--- src/rtl/iso14443a_app_loopback_pkg.sv ---
// Shared types for the ISO 14443A application loopback responder.
package iso14443a_app_loopback_pkg;
  typedef logic [7:0] byte_t;
endpackage

--- src/rtl/iso14443a_app_ifaces.sv ---
// Byte-stream interfaces between the ISO 14443A core and the application layer.
interface rx_interface;
  logic       soc;
  logic       eoc;
  logic [7:0] data;
  logic       data_valid;
  logic       error;
  modport in_byte  (input  soc, eoc, data, data_valid, error);
  modport out_byte (output soc, eoc, data, data_valid, error);
endinterface

interface tx_interface;
  logic [7:0] data;
  logic       data_valid;
  logic       last;
  logic       req;
  modport out_byte (output data, data_valid, last, input  req);
  modport in_byte  (input  data, data_valid, last, output req);
endinterface

--- src/rtl/app_loopback_pingpong_buf.sv ---
// Two flop-based frame banks with lengths; writes fill the inactive bank,
// commit publishes it by flipping the active bank.
module app_loopback_pingpong_buf
  import iso14443a_app_loopback_pkg::*;
#(
  parameter  int BUF_BYTES = 32,
  localparam int AW        = (BUF_BYTES > 1) ? $clog2(BUF_BYTES) : 1,
  localparam int LW        = $clog2(BUF_BYTES + 1)
) (
  input  logic          clk,
  input  logic          rst,
  input  logic          wr_en,
  input  logic [AW-1:0] wr_addr,
  input  byte_t         wr_data,
  input  logic          commit,
  input  logic [LW-1:0] commit_len,
  input  logic [AW-1:0] rd_addr,
  output byte_t         rd_data,
  output logic [LW-1:0] rd_len
);
  byte_t         mem [2][BUF_BYTES];
  logic [LW-1:0] len [2];
  logic          active;

  // Byte storage: not reset, contents are meaningless until written.
  always_ff @(posedge clk) begin
    if (wr_en) mem[~active][wr_addr] <= wr_data;
  end

  // Commit stores the length of the write bank and makes it the active bank.
  always_ff @(posedge clk or posedge rst) begin
    if (rst) begin
      active <= 1'b0;
      len[0] <= '0;
      len[1] <= '0;
    end else if (commit) begin
      len[~active] <= commit_len;
      active       <= ~active;
    end
  end

  assign rd_data = mem[active][rd_addr];
  assign rd_len  = len[active];
endmodule

--- src/rtl/iso14443a_app_loopback.sv ---
// Application loopback: captures each I-Block INF field and echoes it
// XOR-masked; replays the last committed reply on request.
module iso14443a_app_loopback
  import iso14443a_app_loopback_pkg::*;
#(
  parameter int    BUF_BYTES = 32,
  parameter byte_t XOR_MASK  = 8'h00
) (
  input  logic             clk,
  input  logic             rst,
  rx_interface.in_byte     app_rx_iface,
  tx_interface.out_byte    app_tx_iface,
  input  logic             app_resend_last,
  output logic             rx_overflow,
  output logic             busy
);
  localparam int            AW      = (BUF_BYTES > 1) ? $clog2(BUF_BYTES) : 1;
  localparam int            LW      = $clog2(BUF_BYTES + 1);
  localparam logic [LW-1:0] MAX_PTR = LW'(BUF_BYTES);
  localparam logic [LW-1:0] ONE     = LW'(1);

  typedef enum logic [1:0] {IDLE, RECEIVE, SEND} state_t;

  state_t        state, state_d;
  logic [LW-1:0] wr_ptr, wr_ptr_d, rd_ptr, rd_ptr_d, rd_len;
  logic          ovf_frame, ovf_frame_d, rx_overflow_d, have_reply, have_reply_d;
  logic          wr_en, commit, send, tx_last;
  byte_t         rd_data;

  app_loopback_pingpong_buf #(.BUF_BYTES(BUF_BYTES)) u_buf (
    .clk        (clk),
    .rst        (rst),
    .wr_en      (wr_en),
    .wr_addr    (wr_ptr[AW-1:0]),
    .wr_data    (app_rx_iface.data),
    .commit     (commit),
    .commit_len (wr_ptr),
    .rd_addr    (rd_ptr[AW-1:0]),
    .rd_data    (rd_data),
    .rd_len     (rd_len)
  );

  assign send                    = (state == SEND);
  assign tx_last                 = send && (rd_ptr == rd_len - ONE);
  assign app_tx_iface.data_valid = send;
  assign app_tx_iface.last       = tx_last;
  assign app_tx_iface.data       = send ? (rd_data ^ XOR_MASK) : 8'h00;

  // Next-state and datapath control; eoc outranks soc and resend.
  always_comb begin
    state_d       = state;
    wr_ptr_d      = wr_ptr;
    rd_ptr_d      = rd_ptr;
    ovf_frame_d   = ovf_frame;
    rx_overflow_d = rx_overflow;
    have_reply_d  = have_reply;
    wr_en         = 1'b0;
    commit        = 1'b0;
    unique case (state)
      IDLE: begin
        if (app_rx_iface.soc) begin
          state_d     = RECEIVE;
          wr_ptr_d    = '0;
          ovf_frame_d = 1'b0;
        end else if (app_resend_last && have_reply) begin
          state_d  = SEND;
          rd_ptr_d = '0;
        end
      end
      RECEIVE: begin
        if (app_rx_iface.eoc) begin
          if (!app_rx_iface.error && !ovf_frame && wr_ptr != '0) begin
            commit       = 1'b1;
            have_reply_d = 1'b1;
            rd_ptr_d     = '0;
            state_d      = SEND;
          end else begin
            state_d = IDLE;
          end
        end else if (app_rx_iface.soc) begin
          wr_ptr_d    = '0;
          ovf_frame_d = 1'b0;
        end else if (app_rx_iface.data_valid) begin
          if (wr_ptr < MAX_PTR) begin
            wr_en    = 1'b1;
            wr_ptr_d = wr_ptr + ONE;
          end else begin
            ovf_frame_d   = 1'b1;
            rx_overflow_d = 1'b1;
          end
        end
      end
      SEND: begin
        if (app_rx_iface.soc) begin
          state_d     = RECEIVE;
          wr_ptr_d    = '0;
          ovf_frame_d = 1'b0;
        end else if (app_tx_iface.req) begin
          // Pointer parks on the last byte so the read address stays in range.
          if (tx_last) state_d  = IDLE;
          else         rd_ptr_d = rd_ptr + ONE;
        end
      end
      default: state_d = IDLE;
    endcase
  end

  // State and control registers; busy tracks the registered state.
  always_ff @(posedge clk or posedge rst) begin
    if (rst) begin
      state       <= IDLE;
      wr_ptr      <= '0;
      rd_ptr      <= '0;
      ovf_frame   <= 1'b0;
      rx_overflow <= 1'b0;
      have_reply  <= 1'b0;
      busy        <= 1'b0;
    end else begin
      state       <= state_d;
      wr_ptr      <= wr_ptr_d;
      rd_ptr      <= rd_ptr_d;
      ovf_frame   <= ovf_frame_d;
      rx_overflow <= rx_overflow_d;
      have_reply  <= have_reply_d;
      busy        <= (state_d != IDLE);
    end
  end
endmodule

--- src/flat_wrapper.sv ---
// flat-port wrapper written by rule: the top's interface ports become plain ports
module iso14443a_app_loopback_flat import iso14443a_app_loopback_pkg::*;
#(
  parameter int    BUF_BYTES = 32,
  parameter byte_t XOR_MASK  = 8'h00
)
  (clk, rst, app_resend_last, rx_overflow, busy, app_rx_iface_soc, app_rx_iface_eoc, app_rx_iface_data, app_rx_iface_data_valid, app_rx_iface_error, app_tx_iface_data, app_tx_iface_data_valid, app_tx_iface_last, app_tx_iface_req);
  rx_interface app_rx_iface_i ();
  tx_interface app_tx_iface_i ();
  input  logic clk;
  input  logic rst;
  input  logic app_resend_last;
  output logic rx_overflow;
  output logic busy;
  input wire logic [$bits(app_rx_iface_i.soc)-1:0] app_rx_iface_soc;
  input wire logic [$bits(app_rx_iface_i.eoc)-1:0] app_rx_iface_eoc;
  input wire logic [$bits(app_rx_iface_i.data)-1:0] app_rx_iface_data;
  input wire logic [$bits(app_rx_iface_i.data_valid)-1:0] app_rx_iface_data_valid;
  input wire logic [$bits(app_rx_iface_i.error)-1:0] app_rx_iface_error;
  output wire logic [$bits(app_tx_iface_i.data)-1:0] app_tx_iface_data;
  output wire logic [$bits(app_tx_iface_i.data_valid)-1:0] app_tx_iface_data_valid;
  output wire logic [$bits(app_tx_iface_i.last)-1:0] app_tx_iface_last;
  input wire logic [$bits(app_tx_iface_i.req)-1:0] app_tx_iface_req;
  assign app_rx_iface_i.soc = app_rx_iface_soc;
  assign app_rx_iface_i.eoc = app_rx_iface_eoc;
  assign app_rx_iface_i.data = app_rx_iface_data;
  assign app_rx_iface_i.data_valid = app_rx_iface_data_valid;
  assign app_rx_iface_i.error = app_rx_iface_error;
  assign app_tx_iface_data = app_tx_iface_i.data;
  assign app_tx_iface_data_valid = app_tx_iface_i.data_valid;
  assign app_tx_iface_last = app_tx_iface_i.last;
  assign app_tx_iface_i.req = app_tx_iface_req;
  iso14443a_app_loopback #(.BUF_BYTES(BUF_BYTES), .XOR_MASK(XOR_MASK)) u_core (.clk(clk), .rst(rst), .app_rx_iface(app_rx_iface_i), .app_tx_iface(app_tx_iface_i), .app_resend_last(app_resend_last), .rx_overflow(rx_overflow), .busy(busy));
endmodule
--- config.mk ---
export PLATFORM = sky130hd
export DESIGN_NAME = iso14443a_app_loopback_flat
export DESIGN_NICKNAME = d
export VERILOG_FILES = /design/src/rtl/iso14443a_app_loopback_pkg.sv /design/src/rtl/iso14443a_app_ifaces.sv /design/src/rtl/app_loopback_pingpong_buf.sv /design/src/rtl/iso14443a_app_loopback.sv /design/src/flat_wrapper.sv
export SDC_FILE = /design/constraint.sdc
export NUM_CORES = 1
export LEC_CHECK = 0
export ABC_AREA = 1
export BUFFER_PORTS_ARGS = -buffer_cell sky130_fd_sc_hd__clkbuf_2
export CORE_ASPECT_RATIO = 1.5
export CORE_MARGIN = 2
export CORE_UTILIZATION = 63
export DETAILED_ROUTE_END_ITERATION = 10
export PLACE_DENSITY = 0.79
export SLEW_MARGIN = 20
export SYNTH_ARGS = -nofsm -noshare
export SYNTH_HDL_FRONTEND = slang
export SYNTH_SLANG_ARGS = --single-unit
--- constraint.sdc ---
create_clock -name clk -period 2.25 [get_ports clk]
set_input_delay 0.1125 -clock clk [delete_from_list [all_inputs] [get_ports clk]]
set_output_delay 0.1125 -clock clk [all_outputs]
set_load 0.03 [all_outputs]
**After elaboration in Yosys (flattened, before gate mapping)**

Memory sizes are Yosys's and may differ from the RTL's.
Cells that the tools add are included.

- Output and inout port bits: 12
- Word-level logic and storage cells: 113
- Input port bits: 16
- Memories kept: 1
- Memory bits (writable): 512
- Flip-flop bits (word level): 31

- Mux-type cells: 50
- Bitwise logic cells: 8
- Reductions and logical operators: 19
- Magnitude comparators: 7
- Add/subtract/negate cells: 3
- Equality and inequality tests: 15

Memory list:

| name | words | bits a word | rd ports | clocked after Yosys merged registers in | wr ports | line | text |
|---|---|---|---|---|---|---|---|
| u_core.u_buf.mem | 2 | 256 | 1 | 0 | 1 | app_loopback_pingpong_buf.sv:21 | `byte_t mem [2][BUF_BYTES];` |

Operator list:

| cell | count |
|---|---|
| $mux 256 | 1 |
| $mux 6 | 16 |
| $bmux 8 s5 | 1 |
| $demux 8 s5 | 1 |
| $mux 8 | 4 |
| $pmux 6 s3 | 1 |
| $reduce_and 5->1 | 3 |
| $mux 1 | 14 |
| $mux 2 | 7 |
| $add 6x1->6 const B | 2 |
| $bwmux 12 | 1 |
| $ge 6x6->1 const B | 2 |
| $ne 2x2->1 const B | 6 |
| $not 5->6 | 2 |
| $pmux 6 s2 | 1 |
| $reduce_and 8->1 | 1 |
| $demux 6 s1 | 1 |
| $eq 6x6->1 | 1 |
| $logic_and 1x1->1 | 6 |
| $lt 6x1->1 const B | 1 |
| $lt 6x6->1 const B | 1 |
| $ne 2x1->1 const B | 3 |
| $ne 3x3->1 const B | 2 |
| $pmux 2 s3 | 1 |
| other kinds (16) | 23 |

**Logic depth before layout (Yosys ltp)**

- Depth in word-level cells: 12
- Mapped depth: 17
- Gate-level depth less buffers: 13

**By module**

Synthesis repeated with hierarchy kept, for this count alone.

- Cells, all modules: 2086
- Area, all modules: 23032.1 um^2

Modules (own cells, without submodules):

| module | area an instance (um^2) | cells each | instances | sequential area each (um^2) |
|---|---|---|---|---|
| app_loopback_pingpong_buf | 21705.8 | 1890 | 1 | 15700.1 |
| iso14443a_app_loopback | 1326.3 | 196 | 1 | 450.4 |

**Least setup slack after synthesis**

OpenSTA, ideal clock, no wires.

- Kind: register -> register
- From: reg u_core.u_buf.active
- To: mem u_core.u_buf.mem[0][160] in the netlist's numbering (enable)
- Clock period less this slack: 2.048 ns
- Cell stages (with the launch flop): 8
- Path buffers: 5
- Slack: 0.202 ns
- Library setup time: 0.383 ns
- Required time: 1.867 ns
- Arrival: 1.665 ns
- Cell sequence: dfrtp_1 buf_6 inv_2 buf_6 buf_6 buf_6 buf_6 nor3_1

- Word-level cells in the longest chain between the ends: 1

Ends and longest elaborated chain:

| what | line | text |
|---|---|---|
| start, declared | app_loopback_pingpong_buf.sv:23 | `logic active;` |
| start signal, assigned | app_loopback_pingpong_buf.sv:38 | `active <= ~active;` |
| $not 1->1 | app_loopback_pingpong_buf.sv:27 | `if (wr_en) mem[~active][wr_addr] <= wr_data;` |
| end, declared | app_loopback_pingpong_buf.sv:21 |  |

No other way between the ends.

**Worst setup path in the final report**

- From: reg u_core.u_buf.active
- To: out app_tx_iface_data[7]

- Word-level cells in the longest chain between the ends: 5

Ends and longest elaborated chain:

| what | line | text |
|---|---|---|
| $mem_v2 2x256 | -- |  |
| $bmux 8 s5 | app_loopback_pingpong_buf.sv:42 | `assign rd_data = mem[active][rd_addr];` |
| $mux 8 (implied by the code) (2 in a row) | app_loopback_pingpong_buf.sv:42 |  |
| $mux 8 | iso14443a_app_loopback.sv:47 | `assign app_tx_iface.data = send ? (rd_data ^ XOR_MASK) : 8'h00;` |
| end, declared | flat_wrapper.sv:20 | `output wire logic [$bits(app_tx_iface_i.data)-1:0] app_tx_iface_data;` |

No other way between the ends. The select of a mux whose other input is x is not followed.

==> impl_metrics.toml <==
[run_status]
status = "complete, but fails checks"
violations = "setup timing"

[route]
drt_first_pass_iters = 7
drtAntennaViolNets = 0
wl_per_cell_um = 22.8
wirelength_um = 64900
drc = 0
drt_iter0_drc = 2407
viasPerCell = 6.24
vias = 17700

[logic_synthesis]
synth_compound_area_share_pct = 3.78
ys_seq_area_share_pct = 70.3
synth_top_family_by_area = "simple AND/OR/NAND/NOR gates"
synth-xor-area-share_pct = 0.191
synth.top_cell.area_share_pct = 66.9
avgSynthCellArea_um2 = 10.7
ys_top_cells_by_area = "edfxtp_1 (67%), nand2_1 (11%), nand3_1 (5.0%)"
synth_cells = 2150
syn_area_um2 = 23000
ys_ff_latch = 543
yosys.area_share.simple_pct = 21.7
synthAdderAreaFrac_pct = 0.327
yosysUniqueCellTypes = 29
syn_nets = 2172
synth_mux_area_share_pct = 0
synth_top_area_cell = "edfxtp_1"
ys.warnings.count = 0

[sta]
drv_slew = 0
fmax_mhz = 332
rsz0062_at_grt = "true"
fin_skew_ns = 0.0224
finalHoldViolCount = 0
whs_ns = 0.0411
max_slew_margin_pct = 28.6
min_period_ns = 3.02
max_slew.worst_pin.slew_ns = 1.07
fin_setup_tns_ns = -8.71
layout_setup_ws_ns = -0.766
fin_crit_sh_pct = 134
setup_viol_count_final = 17

[clock_network]
cts_tree = "built"
cts_buffers = 46
cts_sinks = 543
insertion_delay_ns = 0.60
cts_htree_levels = 2
clk_path_buf_depth = 3
root_buffer = "clkbuf_16"
path_clk_slew_ns = 0.07

[cells_and_area]
final_area_um2 = 27500
final_nets = 2349
fillers = 2089
drive_above_1_share_pct = 17.6
postLayoutCoreUtil_pct = 76.4
diodes = 0
areaGrowthSynthToFinish_pct = 19.4
final_cells = 2839

[placement]
dp_cells = 2709
routabilityCongestion = 0.935
dp_slack_ns = -0.139
port-buffer-count = 27
hpwl_um = 37100
place_area_um2 = 24800

[die]
fp.dieW_um = 160
fp.dieH_um = 238
die_area_um2 = 38100
row_count = 85
core-area_um2 = 35900
initial_utilization_pct = 63.9
io_pins = 28

[worst_hold_path]
min_path_type = "in2reg"
hold_start = "app_rx_iface_data[3]"
hold_depth = 2
hold_end = "u_core.u_buf.mem[0][11]$_DFFE_PP_"

[power_and_ir_drop]
power_mw = 28.6
leakage_nw = 10.6
power_density_nw_per_um2 = 1040
worst_ir_drop_vdd_mv = 0.930

[global_route]
grt_pass1_wl_um = 96300
track_usage_pct = 33.4
overflow = 0
antenna_found_initial = 0
grt_pass1_vias = 17600
grt_max_degree = 65

[setup_path]
crit_slowest_cell = "dfrtp_4"
critPathCaptureType = "output pin"
cp.required_ns = 2.14
rr_startpoint = "u_core.u_buf.active$_DFFE_PP0P_"
crit_path_cell_trace = "buf_12 -> buf_4 -> nand2_1 -> nand2_1 -> o21ai_0 -> nand2_1 -> nand2_1 -> inv_2 -> nand2_1 -> nand2_1 -> nand2_2 -> nor2_2 -> nor2_1 -> buf_4 -> buf_8"
cp_top_family = "simple AND/OR/NAND/NOR gates"
r2r_setup_slack_ns = -0.38
criticalPathCategory = "reg2out"
cp_common_cell = "nand2_1"
worst_setup_path_start_kind = "register"
slowest_delay_ns = 0.60
arrival_ns = 2.90
r2r_cells = 17
critPathBufInv = 5
r2r-end = "u_core.rd_ptr[4]$_DFFE_PP0P_"
critPathMaxFanout = 8

[flow_run]
max_cap_viol_count = 0
synth_stat cells:
cell	instances
a21oi_1	30
buf_1	20
buf_2	45
buf_4	11
buf_6	7
clkbuf_1	33
clkinv_1	3
dfrtp_1	31
edfxtp_1	512
ha_1	6
inv_1	65
inv_2	3
nand2_1	696
nand2_2	3
nand3_1	230
nand3_2	1
nand3b_1	2
nand4_1	2
nor2_1	282
nor2_2	6
nor3_1	11
nor3_2	1
o21a_1	1
o21ai_0	123
o21ai_1	18
o22ai_1	1
or2_2	2
xnor2_1	1
xor2_1	4
final cells by class:
class / instances / area [µm²] / area share, %
flip-flops and latches: 543 / 16200 / 58.9
multi-input cells: 1420 / 6420 / 23.4
repair buffers: 243 / 2610 / 9.52
clock buffers: 58 / 1200 / 4.36
well taps: 478 / 598 / 2.18
inverters: 71 / 292 / 1.06
clock inverters: 24 / 156 / 0.570
repair inverters: 2 / 20.0 / 0.0729
layer usage:
| metal | routed length (µm) | part of all wire (%) | vias up | global-route usage [%] |
|---|---|---|---|---|
| li1 | - | - | 7644 | - |
| met1 | 20600 | 32 | 8311 | 39.2 |
| met2 | 32700 | 50 | 1399 | 57.0 |
| met3 | 6810 | 11 | 360 | 5.56 |
| met4 | 4690 | 7.2 | 0 | 22.1 |
| met5 | 0 | 0 | - | 0 |
worst max path at each step:
stage / from / to / slack, ns / depth (start not counted)
2_1_floorplan: u_core.u_buf.active$_DFFE_PP0P_ / u_core.u_buf.mem[0][160]$_DFFE_PP_ / 0.20 / 7
3_3_place_gp: u_core.rd_ptr[0]$_DFFE_PP0P_ / app_tx_iface_data[2] / -0.11 / 11
3_5_place_dp: u_core.rd_ptr[0]$_DFFE_PP0P_ / app_tx_iface_data[2] / -0.14 / 11
4_1_cts: u_core.u_buf.active$_DFFE_PP0P_ / app_tx_iface_data[5] / -0.61 / 14
5_1_grt: u_core.u_buf.active$_DFFE_PP0P_ / app_tx_iface_data[7] / -0.85 / 15
6_report: u_core.u_buf.active$_DFFE_PP0P_ / app_tx_iface_data[7] / -0.77 / 15
timing repair:
| item | 4_1_cts | 5_1_grt |
|---|---|---|
| setup endpoints to repair | 13 | 201 |
| cloned | 8 | 6 |
| hold buffers | 7 | 0 |
| setup buffers | 19 | 11 |
| endpoints found under the hold margin | 27 | 0 |
| gates resized for setup | 122 | 86 |
| pin swaps | 34 | 45 |
cells by family after synthesis:
group,Yosys count
simple gates,1236
flops,543
buf+inv,187
compound gates,173
fa+ha+maj,6
xor+xnor,5
sequential cells by signal, indices dropped and copies added (netlist names):
register             count
u_core.wr_ptr            6
u_core.u_buf.mem       512
u_core.u_buf.active      1
u_core.ovf_frame         1
u_core.busy              1
u_core.have_reply        1
u_core.rd_ptr            6
u_core.rx_overflow       1
u_core.u_buf.len        12
u_core.state             2
power breakdown:
group	switching [mW]	leakage, nW	internal [mW]
combinational	6.06	4.93	3.79
clock	3.56	0.653	3.89
sequential	0.156	4.99	11.2
cells in the final DEF, fill, tap and decap left out, types with 2 or more instances in the layout:
master	n
nand2_1	672
edfxtp_1	512
nor2_1	247
nand3_1	202
buf_4	149
o21ai_0	102
inv_1	62
clkbuf_16	51
o21ai_1	36
nor2_2	31
dfrtp_1	29
nand3_2	28
buf_12	24
a21oi_1	22
nand2_2	20
clkbuf_2	18
clkinv_1	16
buf_6	13
clkbuf_1	12
buf_16	12
nor3_1	11
nor2_4	10
a21oi_2	8
nand2_4	7
dlygate4sd3_1	7
buf_8	7
clkbuf_8	6
ha_1	5
inv_2	4
xor2_1	4
clkinv_2	4
o21ai_2	3
inv_6	3
nand4_1	2
inv_12	2
nand3b_1	2
inv_8	2
bufbuf_16	2
dfrtp_4	2
(Power assumes the default switching activity.)
